## config.mk

```make
export PLATFORM = sky130hd
export DESIGN_NAME = game_flow_controller_flat
export DESIGN_NICKNAME = d
export VERILOG_FILES = /design/src/rtl/game_flow_controller_if.sv /design/src/rtl/game_flow_controller.sv /design/src/flat_wrapper.sv
export SDC_FILE = /design/constraint.sdc
export NUM_CORES = 1
export LEC_CHECK = 0
export BUFFER_PORTS_ARGS = -buffer_cell sky130_fd_sc_hd__buf_2
export CORE_MARGIN = 3
export CORE_UTILIZATION = 50
export CTS_CLUSTER_SIZE = 28
export DETAILED_ROUTE_END_ITERATION = 12
export HOLD_SLACK_MARGIN = 0.03
export PLACE_DENSITY = 0.71
export SLEW_MARGIN = 20
export SYNTH_ARGS = -nofsm -noshare
export SYNTH_HDL_FRONTEND = slang
export SYNTH_SLANG_ARGS = --single-unit
```

## constraint.sdc

```tcl
create_clock -name clk -period 5.35 [get_ports clk]
set_input_delay 1.605 -clock clk [delete_from_list [all_inputs] [get_ports clk]]
set_output_delay 1.605 -clock clk [all_outputs]
set_load 0.02 [all_outputs]
```

## src/rtl/game_flow_controller_if.sv

```systemverilog
// rtl/game_flow_controller_if.sv - signal bundle between key/collision logic, game_flow_controller and modeSelector/HUD
interface game_flow_controller_if;
    logic       startOfFrame;
    logic       startKey;
    logic       alienHit;
    logic       playerHit;
    logic       aliensAtBottom;
    logic       startGamePulse;
    logic       lostGamePulse;
    logic       winGamePulse;
    logic       gameActive;
    logic       invulnerable;
    logic [2:0] livesLeft;
    logic [6:0] aliensLeft;

    // Driven by the key/collision side, observed by modeSelector and the HUD drawers
    modport master (
        output startOfFrame, startKey, alienHit, playerHit, aliensAtBottom,
        input  startGamePulse, lostGamePulse, winGamePulse, gameActive, invulnerable,
        input  livesLeft, aliensLeft
    );

    // The game flow controller itself
    modport slave (
        input  startOfFrame, startKey, alienHit, playerHit, aliensAtBottom,
        output startGamePulse, lostGamePulse, winGamePulse, gameActive, invulnerable,
        output livesLeft, aliensLeft
    );
endinterface

```

## src/rtl/game_flow_controller.sv

```systemverilog
// rtl/game_flow_controller.sv - round sequencer (idle/arm/play/invuln/done); optional bonus lives via EXTRA_LIFE_EN
module game_flow_controller #(
    parameter int ALIEN_COUNT      = 40,
    parameter int START_LIVES      = 3,
    parameter int MAX_LIVES        = 5,
    parameter int ARM_FRAMES       = 30,
    parameter int INVULN_FRAMES    = 90,
    parameter int EXTRA_LIFE_KILLS = 20
) (
    input  logic                   clk,
    input  logic                   resetN,
    game_flow_controller_if.slave  gfc
);

    localparam int CNT_MAX = (ARM_FRAMES > INVULN_FRAMES) ? ARM_FRAMES : INVULN_FRAMES;
    localparam int CNT_W   = $clog2(CNT_MAX + 1);

    typedef enum logic [2:0] {
        S_IDLE,
        S_ARM,
        S_PLAY,
        S_INVULN,
        S_DONE
    } state_t;

    state_t           state, stateNext;
    logic [CNT_W-1:0] frameCnt, frameCntNext, frameTick;
    logic [2:0]       lives, livesNext;
    logic [6:0]       aliens, aliensNext;
    logic [3:0]       livesSum;
    logic             keyDly;
    logic             startPulse, lostPulse, winPulse;
    logic             startNext, lostNext, winNext;
    logic             activeR, invulnR;
    logic             alienTaken, hitTaken, bonus;

`ifdef EXTRA_LIFE_EN
    localparam int KILL_W = $clog2(EXTRA_LIFE_KILLS + 1);
    logic [KILL_W-1:0] killCnt, killNext;
`endif

    assign gfc.startGamePulse = startPulse;
    assign gfc.lostGamePulse  = lostPulse;
    assign gfc.winGamePulse   = winPulse;
    assign gfc.gameActive     = activeR;
    assign gfc.invulnerable   = invulnR;
    assign gfc.livesLeft      = lives;
    assign gfc.aliensLeft     = aliens;

    // Next-state and round bookkeeping; lose outranks win, bottom-reach outranks everything
    always_comb begin
        stateNext    = state;
        frameCntNext = frameCnt;
        livesNext    = lives;
        aliensNext   = aliens;
        startNext    = 1'b0;
        lostNext     = 1'b0;
        winNext      = 1'b0;
        alienTaken   = 1'b0;
        hitTaken     = 1'b0;
        bonus        = 1'b0;
        livesSum     = {1'b0, lives};
        frameTick    = frameCnt + CNT_W'(1);
`ifdef EXTRA_LIFE_EN
        killNext     = killCnt;
`endif
        case (state)
            S_IDLE: begin
                if (!keyDly && gfc.startKey) begin
                    stateNext    = S_ARM;
                    frameCntNext = '0;
                end
            end
            S_ARM: begin
                if (gfc.startOfFrame) begin
                    frameCntNext = frameTick;
                    if (frameTick == CNT_W'(ARM_FRAMES)) begin
                        stateNext    = S_PLAY;
                        startNext    = 1'b1;
                        frameCntNext = '0;
                    end
                end
            end
            S_PLAY, S_INVULN: begin
                alienTaken = gfc.alienHit && (aliens != 7'd0);
                hitTaken   = gfc.playerHit && (state == S_PLAY);
                if (alienTaken) begin
                    aliensNext = aliens - 7'd1;
                end
`ifdef EXTRA_LIFE_EN
                if (alienTaken) begin
                    if (killCnt == KILL_W'(EXTRA_LIFE_KILLS - 1)) begin
                        killNext = '0;
                        bonus    = 1'b1;
                    end else begin
                        killNext = killCnt + KILL_W'(1);
                    end
                end
`endif
                // Lives are at least 1 here, so the subtraction cannot wrap
                livesSum = {1'b0, lives} + {3'b000, bonus} - {3'b000, hitTaken};
                if (livesSum > 4'(MAX_LIVES)) begin
                    livesNext = 3'(MAX_LIVES);
                end else begin
                    livesNext = livesSum[2:0];
                end
                if (gfc.aliensAtBottom) begin
                    livesNext = 3'd0;
                    stateNext = S_DONE;
                    lostNext  = 1'b1;
                end else if (livesSum == 4'd0) begin
                    stateNext = S_DONE;
                    lostNext  = 1'b1;
                end else if (aliensNext == 7'd0) begin
                    stateNext = S_DONE;
                    winNext   = 1'b1;
                end else if (hitTaken) begin
                    stateNext    = S_INVULN;
                    frameCntNext = '0;
                end else if ((state == S_INVULN) && gfc.startOfFrame) begin
                    frameCntNext = frameTick;
                    if (frameTick == CNT_W'(INVULN_FRAMES)) begin
                        stateNext    = S_PLAY;
                        frameCntNext = '0;
                    end
                end
            end
            S_DONE: begin
                stateNext = S_DONE;
            end
            default: begin
                stateNext = S_IDLE;
            end
        endcase
    end

    // State, counters and registered outputs; the key delay resets high so a held key cannot start a round
    always_ff @(posedge clk or negedge resetN) begin
        if (!resetN) begin
            state      <= S_IDLE;
            frameCnt   <= '0;
            lives      <= 3'(START_LIVES);
            aliens     <= 7'(ALIEN_COUNT);
            keyDly     <= 1'b1;
            startPulse <= 1'b0;
            lostPulse  <= 1'b0;
            winPulse   <= 1'b0;
            activeR    <= 1'b0;
            invulnR    <= 1'b0;
`ifdef EXTRA_LIFE_EN
            killCnt    <= '0;
`endif
        end else begin
            state      <= stateNext;
            frameCnt   <= frameCntNext;
            lives      <= livesNext;
            aliens     <= aliensNext;
            keyDly     <= gfc.startKey;
            startPulse <= startNext;
            lostPulse  <= lostNext;
            winPulse   <= winNext;
            activeR    <= (stateNext == S_PLAY) || (stateNext == S_INVULN);
            invulnR    <= (stateNext == S_INVULN);
`ifdef EXTRA_LIFE_EN
            killCnt    <= killNext;
`endif
        end
    end

endmodule
```

## src/flat_wrapper.sv

```systemverilog
// flat-port wrapper written by rule: the top's interface ports become plain ports
module game_flow_controller_flat 
#(
    parameter int ALIEN_COUNT      = 40,
    parameter int START_LIVES      = 3,
    parameter int MAX_LIVES        = 5,
    parameter int ARM_FRAMES       = 30,
    parameter int INVULN_FRAMES    = 90,
    parameter int EXTRA_LIFE_KILLS = 20
)
  (clk, resetN, gfc_startOfFrame, gfc_startKey, gfc_alienHit, gfc_playerHit, gfc_aliensAtBottom, gfc_startGamePulse, gfc_lostGamePulse, gfc_winGamePulse, gfc_gameActive, gfc_invulnerable, gfc_livesLeft, gfc_aliensLeft);
  game_flow_controller_if gfc_i ();
  input  logic clk;
  input  logic resetN;
  input wire logic [$bits(gfc_i.startOfFrame)-1:0] gfc_startOfFrame;
  input wire logic [$bits(gfc_i.startKey)-1:0] gfc_startKey;
  input wire logic [$bits(gfc_i.alienHit)-1:0] gfc_alienHit;
  input wire logic [$bits(gfc_i.playerHit)-1:0] gfc_playerHit;
  input wire logic [$bits(gfc_i.aliensAtBottom)-1:0] gfc_aliensAtBottom;
  output wire logic [$bits(gfc_i.startGamePulse)-1:0] gfc_startGamePulse;
  output wire logic [$bits(gfc_i.lostGamePulse)-1:0] gfc_lostGamePulse;
  output wire logic [$bits(gfc_i.winGamePulse)-1:0] gfc_winGamePulse;
  output wire logic [$bits(gfc_i.gameActive)-1:0] gfc_gameActive;
  output wire logic [$bits(gfc_i.invulnerable)-1:0] gfc_invulnerable;
  output wire logic [$bits(gfc_i.livesLeft)-1:0] gfc_livesLeft;
  output wire logic [$bits(gfc_i.aliensLeft)-1:0] gfc_aliensLeft;
  assign gfc_i.startOfFrame = gfc_startOfFrame;
  assign gfc_i.startKey = gfc_startKey;
  assign gfc_i.alienHit = gfc_alienHit;
  assign gfc_i.playerHit = gfc_playerHit;
  assign gfc_i.aliensAtBottom = gfc_aliensAtBottom;
  assign gfc_startGamePulse = gfc_i.startGamePulse;
  assign gfc_lostGamePulse = gfc_i.lostGamePulse;
  assign gfc_winGamePulse = gfc_i.winGamePulse;
  assign gfc_gameActive = gfc_i.gameActive;
  assign gfc_invulnerable = gfc_i.invulnerable;
  assign gfc_livesLeft = gfc_i.livesLeft;
  assign gfc_aliensLeft = gfc_i.aliensLeft;
  game_flow_controller #(.ALIEN_COUNT(ALIEN_COUNT), .START_LIVES(START_LIVES), .MAX_LIVES(MAX_LIVES), .ARM_FRAMES(ARM_FRAMES), .INVULN_FRAMES(INVULN_FRAMES), .EXTRA_LIFE_KILLS(EXTRA_LIFE_KILLS)) u_core (.clk(clk), .resetN(resetN), .gfc(gfc_i));
endmodule
```

Word level (Yosys, flattened, before mapping)

Index checks and enable logic that the tools add are counted.

Output and inout port bits: 15
Flip-flop bits (word level): 26

$lt $le $gt $ge: 1
Mux-type cells: 34
$add $sub $neg: 3
Equal/unequal tests: 14
Reduce and logical (&&, ||, !) cells: 13

Operators by type and width:

| operator            | number |
|---|---|
| $mux 7              | 11 |
| $mux 3              | 11 |
| $pmux 7 s3          | 1 |
| $eq 3x2->1 const B  | 4 |
| $pmux 3 s4          | 1 |
| $mux 1              | 10 |
| $ne 2x2->1 const B  | 4 |
| $add 7x1->7 const B | 1 |
| $eq 7x5->1 const B  | 1 |
| $eq 7x7->1 const B  | 1 |
| $logic_not 7->1     | 1 |
| $reduce_and 7->1    | 1 |
| $reduce_bool 7->1   | 1 |
| $sub 7x1->7 const B | 1 |
| $gt 4x3->1 const B  | 1 |
| $logic_and 1x1->1   | 4 |
| $logic_not 4->1     | 1 |
| $sub 3x1->4         | 1 |
| $eq 3x1->1 const B  | 1 |
| $eq 3x3->1 const B  | 1 |
| $logic_not 3->1     | 1 |
| $ne 3x1->1 const B  | 1 |
| $reduce_bool 3->1   | 1 |
| $ne 2x1->1 const B  | 1 |
| other kinds (3)     | 3 |

Depth between registers and ports, before layout

Word-level depth: 11
Depth in mapped cells: 12
Depth with buffers taken out: 11

Worst setup path before layout

No wires, ideal clock.

Path kind: input to register
Start: in gfc_playerHit
End: reg u_core.frameCnt[3]
Cell stages on the path: 10
Data arrival time: 3.335 ns
Setup slack: 1.877 ns
Required time: 5.213 ns
Buffers on the path: 0
Path through: nand2_1 > nor2_1 > ha_1 > ha_1 > or2_2 > o21ai_0 > a31o_2 > a211oi_2 > and2_4 > o221ai_1

Word-level cells in the longest chain between the ends: 6
Elaborated cells between the ends (all ways): 11

RTL lines:

| element                                                             | RTL line                    | RTL |
|---|---|---|
| start: declaration                                                  | flat_wrapper.sv:18          | `input wire logic [$bits(gfc_i.playerHit)-1:0] gfc_playerHit;` |
| $logic_and 1x1->1 *                                                 | game_flow_controller.sv:86  | `hitTaken = gfc.playerHit && (state == S_PLAY);` |
| parallel branches: the longest is 5 deep, another holds $sub 3x1->4 | n/a                         |  |
| end signal: assignment                                              | game_flow_controller.sv:155 | `frameCnt <= frameCntNext;` |
| end: declaration                                                    | game_flow_controller.sv:27  | `logic [CNT_W-1:0] frameCnt, frameCntNext, frameTick;` |

Mark *: on every way between the ends. The select of a mux whose other input is x is not followed.
A chain may end at the register's enable or synchronous reset.

Worst setup path after layout

Same ends and word-level chain as after synthesis.

==> metrics.md <==
| Metric | Value |
|---|---|
| Clk Latency, worst-skew pair | 0.34 ns |
| Critical path's top delay family | compound AO/OA/AOI/OAI gates |
| Iter 0 DRT Violations | 122 |
| Clk sinks | 26 |
| #FFs+latches synth | 26 |
| P_int | 487.7 µW |
| Synth Flop Type | dfrtp_1 |
| Clock Tree Buf Depth | 2 |
| Synth unique cells | 61 |
| DR pass1 iterations | 4 |
| Standard-cell rows | 20 |
| Slew Viols, Final | 0 |
| Setup TNS | 0 ns |
| Crit end category | register |
| Area contributors post-synth | dfrtp_1 (32%), dfstp_2 (7.9%), ha_1 (3.8%) |
| CP peak stage delay | 0.47 ns |
| Critical path launch point type | input port |
| Final instance area | 1818 µm² |
| Drt drc | 0 |
| Largest net degree at the start of global routing | 27 |
| # setup viols final | 0 |
| Post-synth EDFFs | 0 |
| Worst path slowest cell | a211oi_2 |
| Max Cap Violations | 0 |
| Synth top area share | 31.53% |
| Cell count after synthesis | 177 |
| Yosys warns | 0 |
| Post-DP HPWL | 2635 µm |
| Share of power burned in registers | 39.0% |
| CTS H-tree lvls | 1 |
| Vias | 1456 |
| Antenna cells | 0 |
| First-pass GRT wire length | 6168 µm |
| CTS clock-pin slew for the worst setup and hold paths | 0.15 ns |
| P_leak | 0.8439 nW |
| Pwr/cell area | 490.1 nW/µm² |
| Clk pwr share | 11.7% |
| Routed WL | 3501 µm |
| Via density | 6.118 |
| Initial antenna violation count | 0 |
| Maximum vdd drop | 0.1906 mV |
| Full die area | 4062 µm² |
| Layout area overhead | 9.084% |
| Dominant cell type by area after synthesis | dfrtp_1 |
| Routed len/inst | 14.71 µm |
| Worst path bufs/invs | 1 |
| Postcts setup bufs | 0 |
| Placed Area | 1782 µm² |
| PostCTS Resize Cnt | 0 |
| Mapped Area | 1667 µm² |
| Layout cell share with drive strength beyond 1 | 26.29% |
| Count leader, synth | dfrtp_1 |
| Die Width | 63.74 µm |
| Antenna-violating nets left | 0 |
| # port buffers | 21 |
| Power share of the combinational group | 49.2% |
| Worst slew pin tran | 0.6569 ns |
| Ys async rst share | 100.0% |
| Switching Fraction | 45.27% |
| Synth Area per Inst | 9.416 µm² |
| Crit-path max FO | 8 |
| Most frequent CP cell | ha_1 |
| Remaining Overflow, GRT | 0 |
| Outcome | complete, no violations |
| Skew final | 0.01332 ns |
| Maximum clock rate | 284.8 MHz |
| Max_slew headroom | 55.80% |
| Crit path cell chain | buf_2 > nand2_1 > nor2_1 > ha_1 > ha_1 > or2_2 > o21ai_0 > a31o_2 > a211oi_2 > and2_4 > o221ai_1 |
| Switching Power | 403.4 µW |
| Vias in the first global route | 1423 |
| Synthesized net count | 189 |
| CP arrival | 3.75 ns |
| Worst path required time | 5.59 ns |
| All-Layer GR Usage | 19.10% |
| Min Tclk post-route | 3.512 ns |
| Root Driver | clkbuf_4 |
| Cts bufs inserted | 3 |
| Core Area | 3128 µm² |
| Most frequent cells after synthesis | dfrtp_1 (21), nand2_1 (12), inv_1 (10), nor2_1 (10), nand3_1 (9) |
| Crit Path Category | input port to register |
| Seq/Total Area, Yosys | 39.41% |
| Nets@finish | 207 |
| Placer Congestion | 0.9253 |
| Hold Crit Class | register to register |
| Final Hold Viols | 0 |
| Ports | 22 |
| CTS tree | built |
| Initial Utilization | 53.28% |
| Hold_buf cts | 0 |
| Chip Height | 63.74 µm |
| RSZ-0062 raised after global routing | no |
| Fin crit share | 65.64% |
[routing by layer]
| metal | wire [µm] | global-route usage (%) | vias up |
|---|---|---|---|
| li1 | - | - | 701 |
| met1 | 1601 | 23.01 | 706 |
| met2 | 1649 | 31.68 | 42 |
| met3 | 171 | 4.569 | 7 |
| met4 | 77 | 9.704 | 0 |
| met5 | 0 | 0 | - |
[power groups by stage]
stage               Sequential [mW]  Clock, mW  Combinational, mW
floorplan                     0.343          0              0.343
global placement              0.345          0              0.427
detailed placement            0.350          0              0.440
CTS                           0.346      0.107              0.441
global route                  0.360      0.119              0.492
finish                        0.348      0.104              0.439
[sequential cells by signal, indices dropped and copies added (netlist names)]
signal	count
u_core.keyDly	1
u_core.frameCnt	7
u_core.gfc.livesLeft	3
u_core.gfc.startGamePulse	1
u_core.gfc.invulnerable	1
u_core.gfc.gameActive	1
u_core.state	3
u_core.gfc.winGamePulse	1
u_core.gfc.lostGamePulse	1
u_core.gfc.aliensLeft	7
[stage by stage]
step,std cells,worst slack [ns],power [mW],hold WS (ns),utilization [%]
floorplan,177,1.877,0.6852,0.5127,-
global placement,234,1.589,0.7721,0.4771,56.96
detailed placement,234,1.489,0.7901,0.4884,56.96
CTS,238,1.856,0.8948,0.5081,58.12
global route,238,1.631,0.9706,0.5274,58.12
finish,238,1.838,0.8911,0.5027,58.12
[area by class of cell]
class | instances | area, µm²
sequential | 26 | 656.9
tap | 44 | 55.05
inverter | 10 | 37.54
multi-input combinational | 133 | 927.1
fill | 284 | 1310
timing repair buffer | 21 | 105.1
clock buffer | 4 | 36.28
[final timing paths]
| path | start | to | slack (ns) | cells after the start |
|---|---|---|---|---|
| worst max-delay path | gfc_playerHit | u_core.frameCnt[3] | 1.84 | 11 |
| worst min-delay path | u_core.gfc.livesLeft[1] | u_core.gfc.livesLeft[1] | 0.50 | 2 |
| worst max register to register | u_core.state[2] | u_core.frameCnt[3] | 2.39 | 10 |
| worst min register to register | u_core.gfc.livesLeft[1] | u_core.gfc.livesLeft[1] | 0.50 | 2 |
| max in group asynchronous | resetN | u_core.gfc.aliensLeft[3] | 3.72 | 1 |
| min in group asynchronous | resetN | u_core.gfc.invulnerable | 1.23 | 1 |
[cell usage in the layout (no fill, tap or decap), types with 3 or more instances in the layout]
cell type  instances
ha_1               5
o21ai_0            6
a21boi_0           3
buf_2             21
dfrtp_1           21
nand3_1            9
a21o_1             3
nor3_1             8
dfstp_2            5
nor2b_1            3
nand2_1           12
nand2b_1           3
xnor2_1            3
a31o_2             3
a21oi_1            5
o211ai_1           5
inv_1             10
clkbuf_4           3
nand4_1            4
nor2_1            10
[worst register-to-register path: cells and delay by family, from the launching register on]
kind / cells / cell delay (ns)
simple gates: 4 / 0.98
compound gates: 4 / 0.96
flops: 1 / 0.50
fa+ha+maj: 2 / 0.44
[logic make-up after synthesis]
family | count (synthesis) | share of synthesized area [%]
xor+xnor | 5 | 2.628
mux | 2 | 1.201
compound gates | 51 | 24.03
simple gates | 70 | 24.02
buf+inv | 18 | 4.955
fa+ha+maj | 5 | 3.754
flops | 26 | 39.41
Note: power is estimated with default switching activity, not from simulation.
